==> src/rtl/serial_byte_comparator.sv <==
// serial_byte_comparator
//   Multi-byte magnitude comparator. Operand pairs stream in one byte per beat,
//   most significant byte first, on a valid/ready input. The first unequal byte
//   decides the verdict. If every byte is equal, the cascade seed captured with
//   the first beat is returned verbatim. The result is held on a valid/ready
//   output until it is consumed.
//
//   Optional feature macro: SERIAL_CMP_SIGNED_EN
//     defined   : the in_first byte is compared as two's complement, so the whole
//                 operand compare is signed. Later bytes stay unsigned.
//     undefined : every byte is compared unsigned.
//
// Parameters
//   WIDTH  bits per beat (a_byte / b_byte)
//   CNT_W  width of byte_count; the count saturates at 2**CNT_W-1
//
// Ports
//   clk, rst            rising-edge clock, synchronous active-high reset
//   in_valid/in_ready   input beat handshake
//   in_first/in_last    beat framing (MSB beat / LSB beat)
//   a_byte, b_byte      operand slices
//   lin, ein, gin       cascade seed, sampled with the in_first beat
//   out_valid/out_ready result handshake
//   less/equal/greater  registered result
//   byte_count          beats accepted in the current/last compare
//   proto_err           one-cycle pulse on a framing violation

// Per-beat slice comparator. When sgn is set the slice is treated as two's
// complement by sign-extending one bit; otherwise it is zero-extended.
module serial_byte_comparator_lane #(
  parameter int WIDTH = 8
) (
  input  logic [WIDTH-1:0] a,
  input  logic [WIDTH-1:0] b,
  input  logic             sgn,
  output logic             lt,
  output logic             gt
);
  logic signed [WIDTH:0] ax, bx;

  always_comb begin
    ax = $signed({sgn & a[WIDTH-1], a});
    bx = $signed({sgn & b[WIDTH-1], b});
    lt = (ax < bx);
    gt = (ax > bx);
  end
endmodule

module serial_byte_comparator #(
  parameter int WIDTH = 8,
  parameter int CNT_W = 5
) (
  input  logic             clk,
  input  logic             rst,
  input  logic             in_valid,
  output logic             in_ready,
  input  logic             in_first,
  input  logic             in_last,
  input  logic [WIDTH-1:0] a_byte,
  input  logic [WIDTH-1:0] b_byte,
  input  logic             lin,
  input  logic             ein,
  input  logic             gin,
  output logic             out_valid,
  input  logic             out_ready,
  output logic             less,
  output logic             equal,
  output logic             greater,
  output logic [CNT_W-1:0] byte_count,
  output logic             proto_err
);

  typedef enum logic [1:0] {IDLE, ACC, HOLD} state_t;

  typedef struct packed {
    logic lt;
    logic eq;
    logic gt;
  } res_t;

  localparam logic [CNT_W-1:0] CNT_MAX = '1;

  state_t state;
  logic   decided;     // an unequal byte has been seen in this compare
  logic   verdict_gt;  // valid when decided: 1 = A>B, 0 = A<B
  res_t   seed_q;
  res_t   pend_res;    // result staged for the output register stage
  logic   res_pend;    // HOLD entered, result lands on out_* next cycle

  logic             acc, start, sgn;
  logic             beat_lt, beat_gt;
  logic             dec_base, ver_base, nxt_decided, nxt_gt;
  res_t             seed_base, nxt_res;
  logic [CNT_W-1:0] cnt_base, nxt_cnt;

  assign acc = in_valid & in_ready;
  // A first beat (from IDLE or as a restart from ACC) discards prior context.
  assign start = in_first;

`ifdef SERIAL_CMP_SIGNED_EN
  assign sgn = in_first;
`else
  assign sgn = 1'b0;
`endif

  serial_byte_comparator_lane #(.WIDTH(WIDTH)) u_lane (
    .a   (a_byte),
    .b   (b_byte),
    .sgn (sgn),
    .lt  (beat_lt),
    .gt  (beat_gt)
  );

  // Fold the current beat into the running compare state. The current beat
  // participates in the verdict, so a single first+last beat is complete.
  always_comb begin
    dec_base    = start ? 1'b0 : decided;
    ver_base    = start ? 1'b0 : verdict_gt;
    seed_base   = start ? res_t'{lt: lin, eq: ein, gt: gin} : seed_q;
    nxt_decided = dec_base | beat_lt | beat_gt;
    nxt_gt      = dec_base ? ver_base : beat_gt;
    if (nxt_decided)
      nxt_res = nxt_gt ? res_t'{lt: 1'b0, eq: 1'b0, gt: 1'b1}
                       : res_t'{lt: 1'b1, eq: 1'b0, gt: 1'b0};
    else
      nxt_res = seed_base;
    cnt_base = start ? '0 : byte_count;
    nxt_cnt  = (cnt_base == CNT_MAX) ? CNT_MAX : cnt_base + 1'b1;
  end

  always_ff @(posedge clk) begin
    if (rst) begin
      state      <= IDLE;
      in_ready   <= 1'b1;
      out_valid  <= 1'b0;
      less       <= 1'b0;
      equal      <= 1'b0;
      greater    <= 1'b0;
      byte_count <= '0;
      proto_err  <= 1'b0;
      decided    <= 1'b0;
      verdict_gt <= 1'b0;
      seed_q     <= '0;
      pend_res   <= '0;
      res_pend   <= 1'b0;
    end else begin
      proto_err <= 1'b0;
      case (state)
        IDLE, ACC: begin
          if (acc) begin
            if (state == IDLE && !in_first) begin
              // Orphan beat: dropped without touching compare state.
              proto_err <= 1'b1;
            end else begin
              if (state == ACC && in_first)
                proto_err <= 1'b1;
              decided    <= nxt_decided;
              verdict_gt <= nxt_gt;
              seed_q     <= seed_base;
              byte_count <= nxt_cnt;
              if (in_last) begin
                state    <= HOLD;
                in_ready <= 1'b0;
                res_pend <= 1'b1;
                pend_res <= nxt_res;
              end else begin
                state <= ACC;
              end
            end
          end
        end
        HOLD: begin
          if (res_pend) begin
            // Results appear one cycle after the last beat is accepted.
            less      <= pend_res.lt;
            equal     <= pend_res.eq;
            greater   <= pend_res.gt;
            out_valid <= 1'b1;
            res_pend  <= 1'b0;
          end else if (out_ready) begin
            // Results stay put; in_ready reopens from the next cycle.
            state     <= IDLE;
            out_valid <= 1'b0;
            in_ready  <= 1'b1;
          end
        end
        default: begin
          state     <= IDLE;
          in_ready  <= 1'b1;
          out_valid <= 1'b0;
          res_pend  <= 1'b0;
        end
      endcase
    end
  end

endmodule

==> config.mk <==
export PLATFORM = sky130hd
export DESIGN_NAME = serial_byte_comparator
export DESIGN_NICKNAME = d
export VERILOG_FILES = /design/src/rtl/serial_byte_comparator.sv
export SDC_FILE = /design/constraint.sdc
export NUM_CORES = 1
export LEC_CHECK = 0
export CAP_MARGIN = 40
export CELL_PAD_IN_SITES_DETAIL_PLACEMENT = 0
export CELL_PAD_IN_SITES_GLOBAL_PLACEMENT = 1
export CORE_MARGIN = 8
export CORE_UTILIZATION = 34
export DETAILED_ROUTE_END_ITERATION = 8
export PLACE_DENSITY = 0.89
export SYNTH_ARGS = -nofsm -noshare
export SYNTH_HDL_FRONTEND = slang
export SYNTH_SLANG_ARGS = --single-unit
==> constraint.sdc <==
create_clock -name clk -period 1.8 [get_ports clk]
set_clock_uncertainty 0.1 [all_clocks]
set_input_delay 0.27 -clock clk [delete_from_list [all_inputs] [get_ports clk]]
set_output_delay 0.27 -clock clk [all_outputs]
set_load 0.1 [all_outputs]
== Yosys cells after proc, flatten, opt, wreduce, memory -nomap -nowiden ==
Cells that the tools add are included.

* Latch bits: 0
* Output and inout port bits: 11
* RAM bits: 0
* Bits of input ports: 25
* Word-level logic and storage cells: 74
* ROM bits: 0
* Register bits: 22
* Memories: 0

* Shift-type cells: 0
* Order comparisons: 2
* Bitwise logic cells: 6
* Multipliers: 0
* Reduce and logical (&&, ||, !) cells: 14
* Muxes and demuxes: 25
* Divide/modulo/power cells: 0
* $add $sub $neg: 1
* Eq/ne operators: 9

{| class="wikitable"
|+ Operators by type and width
! cell !! count
|-
| 2-to-1 mux 1 bit || 12
|-
| 2-to-1 mux 2 bit || 5
|-
| 2-to-1 mux 5 bit || 2
|-
| inequality test 2 bit (second input constant) || 5
|-
| 2-to-1 mux 3 bit || 3
|-
| > comparator 8 bit || 1
|-
| < comparator 8 bit || 1
|-
| AND reduction 4 bit || 2
|-
| AND reduction 3 bit || 2
|-
| adder 5 x 1 -> 5 bit (second input constant) || 1
|-
| equality test 5 bit (second input constant) || 1
|-
| AND reduction 5 bit || 1
|-
| case mux 1 bit (2 select lines) || 2
|-
| case mux 2 bit (2 select lines) || 1
|-
| AND reduction 2 bit || 2
|-
| OR reduction 2 bit || 2
|-
| inequality test 3 bit (second input constant) || 1
|-
| NOT 1 bit || 3
|-
| OR reduction 3 bit || 1
|-
| equality test 2 x 1 -> 1 bit (second input constant) || 1
|-
| equality test 2 bit (second input constant) || 1
|-
| logical AND 1 bit || 2
|-
| logical NOT 2 bit || 1
|-
| OR 1 bit || 2
|-
| 2 further kinds || 2
|}

== Longest topological paths before layout ==
* Depth after elaboration: 5
* Depth in mapped cells: 8
* Mapped depth without buffers: 7

== Cells and area by module ==
A second synthesis with hierarchy kept.

* Cell total of the unflattened synthesis: 150
* Area total of the unflattened synthesis: 1257.5 µm²

{| class="wikitable"
|+ By module, submodules not included
! module !! times used !! cells an instance !! area each (µm²)
|-
| serial_byte_comparator || 1 || 117 || 1009.7
|-
| serial_byte_comparator_lane || 1 || 33 || 247.7
|}

== Worst setup path before layout ==
OpenSTA, ideal clock, no wires.

* Kind: reg-to-reg
* Start: reg byte_count[0]
* End: reg byte_count[2]
* Buffers on the path: 0
* Required time: 1.629 ns
* Clock period less this slack: 2.205 ns
* Path slack: -0.405 ns
* Data arrival time: 2.034 ns
* Stages on the path, launching flop included: 8
* Path through: dfxtp_1 -> nor2b_1 -> ha_1 -> and4b_1 -> nand2_1 -> nand2_1 -> o21ai_0 -> a21oi_1

* Longest elaborated chain between the ends: 3
* Elaborated cells between the ends (all ways): 4

{| class="wikitable"
|+ RTL lines
! element !! RTL line !! source
|-
| from (decl) || 69 || <nowiki>output logic [CNT_W-1:0] byte_count,</nowiki>
|-
| from (signal assigned) || 160 || <nowiki>byte_count <= nxt_cnt;</nowiki>
|-
| 2-to-1 mux 5 bit * || 127 || <nowiki>cnt_base = start ? '0 : byte_count;</nowiki>
|-
| adder 5 x 1 -> 5 bit or equality test 5 bit (tied branches) || 128 || <nowiki>nxt_cnt = (cnt_base == CNT_MAX) ? CNT_MAX : cnt_base + 1'b1;</nowiki>
|-
| 2-to-1 mux 5 bit * || 128 ||
|}

Mark *: on every way between the ends. The rest lies on a longest branch, timed or not.
A chain may end at the register's enable or synchronous reset.

== Final worst setup path ==
* Start: in in_first
* End: reg pend_res[2] (netlist name)

* Longest elaborated chain between the ends: 4
* Elaborated cells between the ends (all ways): 12

{| class="wikitable"
|+ RTL lines
! element !! RTL line !! source
|-
| from (decl) || 57 || <nowiki>input logic in_first,</nowiki>
|-
| 2-to-1 mux 1 bit (tied with other cells) || 118 || <nowiki>ver_base = start ? 1'b0 : verdict_gt;</nowiki>
|-
| 2-to-1 mux 1 bit (tied with other cells) || 121 || <nowiki>nxt_gt = dec_base ? ver_base : beat_gt;</nowiki>
|-
| 2-to-1 mux 3 bit (tied with other cells) || 123 || <nowiki>nxt_res = nxt_gt ? res_t'{lt: 1'b0, eq: 1'b0, gt: 1'b1}</nowiki>
|-
| 2-to-1 mux 3 bit or AND reduction 4 bit (tied branches) || - ||
|-
| to (signal assigned) || 165 || <nowiki>pend_res <= nxt_res;</nowiki>
|-
| to (decl) || 87 || <nowiki>res_t pend_res;</nowiki>
|}

Several ways; a longest one is shown, not always the timed one.

==> reports/metrics.yaml <==
synth_flop_cell: "dfxtp_1"
grt_pass1_wl_um: 5510
maxCapViolations: 0
dp_slack_ns: -0.458
period_needed_ns: 1.70
cts_tree: "done"
htree_num_levels: 1
drc_errors: 0
synth_edf_count: 0
grt.total_usage_pct: 11.1
setup_viol: 0
rsz0062_at_grt: "false"
synth_top_cell_area_share_pct: 36.0
cts.sinks: 22
gp_congestion: 0.758
seqPwrFrac_pct: 47.8
vdd_drop_max_mv: 0.255
syn2layout_area_growth_pct: 62.6
cts_made_buffers: 3
powerDensity_nw_per_um2: 560
tightestPinTransition_ns: 0.356
yosys_warnings: 0
drive_above_1_share_pct: 30.2
cts_buffer_depth: 2
fin_ws_ns: 0.0984
hp-class: "flip-flop to flip-flop"
initial_core_util_pct: 34.5
die_h_um: 76.0
synth_cell_types: 35
ys_seq_area_share_pct: 36.0
wl_um: 3290
synth-seq-cells: 22
fill_cells: 320
p_clk_share_pct: 19.8
netlist_instances: 139
synth_area_leaders: "dfxtp_1 (36%), ha_1 (9.2%), mux2i_1 (6.5%)"
post-route-period-util_pct: 94.5
hpwlAfterDp_um: 2550
grt_max_degree: 25
power_switching_share_pct: 31.0
async_flop_share_pct: 0
drtIter0Drc: 53
clkSlewWorstSetupHoldPaths_ns: 0.11
core_um2: 3550
critPathMaxFanout: 7
wire_per_inst_um: 13.9
leakagePower_nw: 0.878
maxSlewViolCount: 0
intPower_mw: 0.769
vias_per_cell: 5.09
grt_pass1_vias: 1287
fmaxAchievable_ghz: 0.588
insertion_delay_ns: 0.30
avgSynthCellArea_um2: 8.81
synth_top_cell_by_area: "dfxtp_1"
dieArea_um2: 5780
combPwrFrac_pct: 32.3
antenna_found_initial: 0
finalNetCount: 224
num_vias: 1206
status: "completed"
startpoint_type: "primary input"
drt_pass1_iterations: 4
num_rows: 22
hold_viol_final: 0
syn_area_um2: 1220
required_ns: 1.90
crit_type: "primary input to flip-flop"
relSlewSlack_pct: 75.7
cp-end-kind: "flip-flop"
netSwitchingPower_mw: 0.346
n_antenna_cell: 0
ioPinCount: 36
syn-num-nets: 173
root_buffer: "clkbuf_4"
ant_nets: 0
fin_tns_setup_ns: 0
gr-total-overflow: 0
portBuffers: 35
die_w_um: 76.0
cp.arrival_ns: 1.80
layer usage:
layer / up-vias / routed length [um] / global-route usage [%]
li1: 606 / - / -
met1: 570 / 1390 / 11.6
met2: 26 / 1720 / 20.1
met3: 4 / 128 / 2.12
met4: 0 / 60 / 6.47
met5: - / 0 / 0
logic make-up after synthesis:
| logic type | synth area share [%] |
|---|---|
| AO/OA/AOI/OAI | 21.5 |
| adder cells (fa/ha/maj) | 9.19 |
| buffers and inverters | 5.01 |
| flip-flops | 36.0 |
| multiplexers | 7.46 |
| AND/OR/NAND/NOR | 20.9 |
critical path, cell delays in order:
cell,delay (ns)
clkdlybuf4s50_1,0.49
buf_4,0.20
or2_4,0.24
and3_4,0.21
nand2_8,0.09
a21oi_2,0.05
a32o_1,0.24
state kept, by name (all words and copies together) (netlist names), 2 cells and up:
register,flops
byte_count,5
seed_q,3
pend_res,3
state,2
layout by cell type, fill, tap and decap left out, types with 4 or more instances in the layout:
master	netlist	routed
buf_12	0	12
a21oi_1	14	12
dfxtp_1	22	17
dlymetal6s2s_1	0	9
nand2_1	8	8
mux2i_1	8	8
clkdlybuf4s50_1	0	15
nand3_1	4	4
nor2_1	14	14
inv_1	10	6
inv_2	0	4
nor2b_1	6	5
o21ai_0	7	5
buf_4	0	14
ha_4	0	5
cells in the mapped netlist (2+ instances only):
| library cell | instances |
|---|---|
| a21oi_1 | 14 |
| a31oi_1 | 2 |
| a211oi_1 | 2 |
| o211ai_1 | 3 |
| nand2_1 | 8 |
| nor2b_1 | 6 |
| dfxtp_1 | 22 |
| mux2i_1 | 8 |
| o21a_1 | 2 |
| nand3b_1 | 3 |
| clkbuf_1 | 2 |
| a2111oi_0 | 2 |
| nand4_1 | 2 |
| nor2_1 | 14 |
| o21ai_0 | 7 |
| nand3_1 | 4 |
| nor3_1 | 3 |
| ha_1 | 9 |
| inv_1 | 10 |
path summary, 6_finish.rpt:
path	slack (ns)	to	cells past startpoint	start
max reg2reg	0.20	byte_count[2]	7	byte_count[0]
min	0.40	out_valid	2	out_valid
min reg2reg	0.40	out_valid	2	out_valid
max	0.1	pend_res[2]	7	in_first
final cells by class:
class,instances,area [um^2],area share (%)
clock buffer,3,22.5,1.13
inverter,10,37.5,1.88
multi-input combinational,103,808,40.6
tap,48,60.1,3.02
sequential,22,452,22.7
timing repair buffer,50,608,30.5
clock inverter,1,3.75,0.188
power groups by stage:
stage	clock network, mW	logic (mW)	registers [mW]
2_1_floorplan	0	0.132	0.594
3_3_place_gp	0	0.329	0.543
3_5_place_dp	0	0.338	0.544
4_1_cts	0.229	0.342	0.534
5_1_grt	0.248	0.390	0.537
6_report	0.221	0.360	0.533
what timing repair did:
| action | CTS | global route |
|---|---|---|
| hold buffers | 0 | 0 |
| pin swaps | 1 | 9 |
| gates resized for setup | 4 | 22 |
| endpoints found under the hold margin | 0 | 0 |
| buffers inserted | 0 | 1 |
| setup endpoints to repair | 4 | 5 |
per-stage QoR:
| stage | cell area [um^2] | hold slack [ns] | total power, mW | cells | util, % |
|---|---|---|---|---|---|
| 2_1_floorplan | 1240 | 0.260 | 0.726 | 139 | - |
| 3_3_place_gp | 1850 | 0.374 | 0.871 | 232 | 52.1 |
| 3_5_place_dp | 1850 | 0.389 | 0.883 | 232 | 52.1 |
| 4_1_cts | 1890 | 0.407 | 1.10 | 236 | 53.1 |
| 5_1_grt | 1990 | 0.433 | 1.18 | 237 | 56.1 |
| 6_report | 1990 | 0.402 | 1.11 | 237 | 56.1 |
Note: power is estimated with default switching activity, not from simulation.
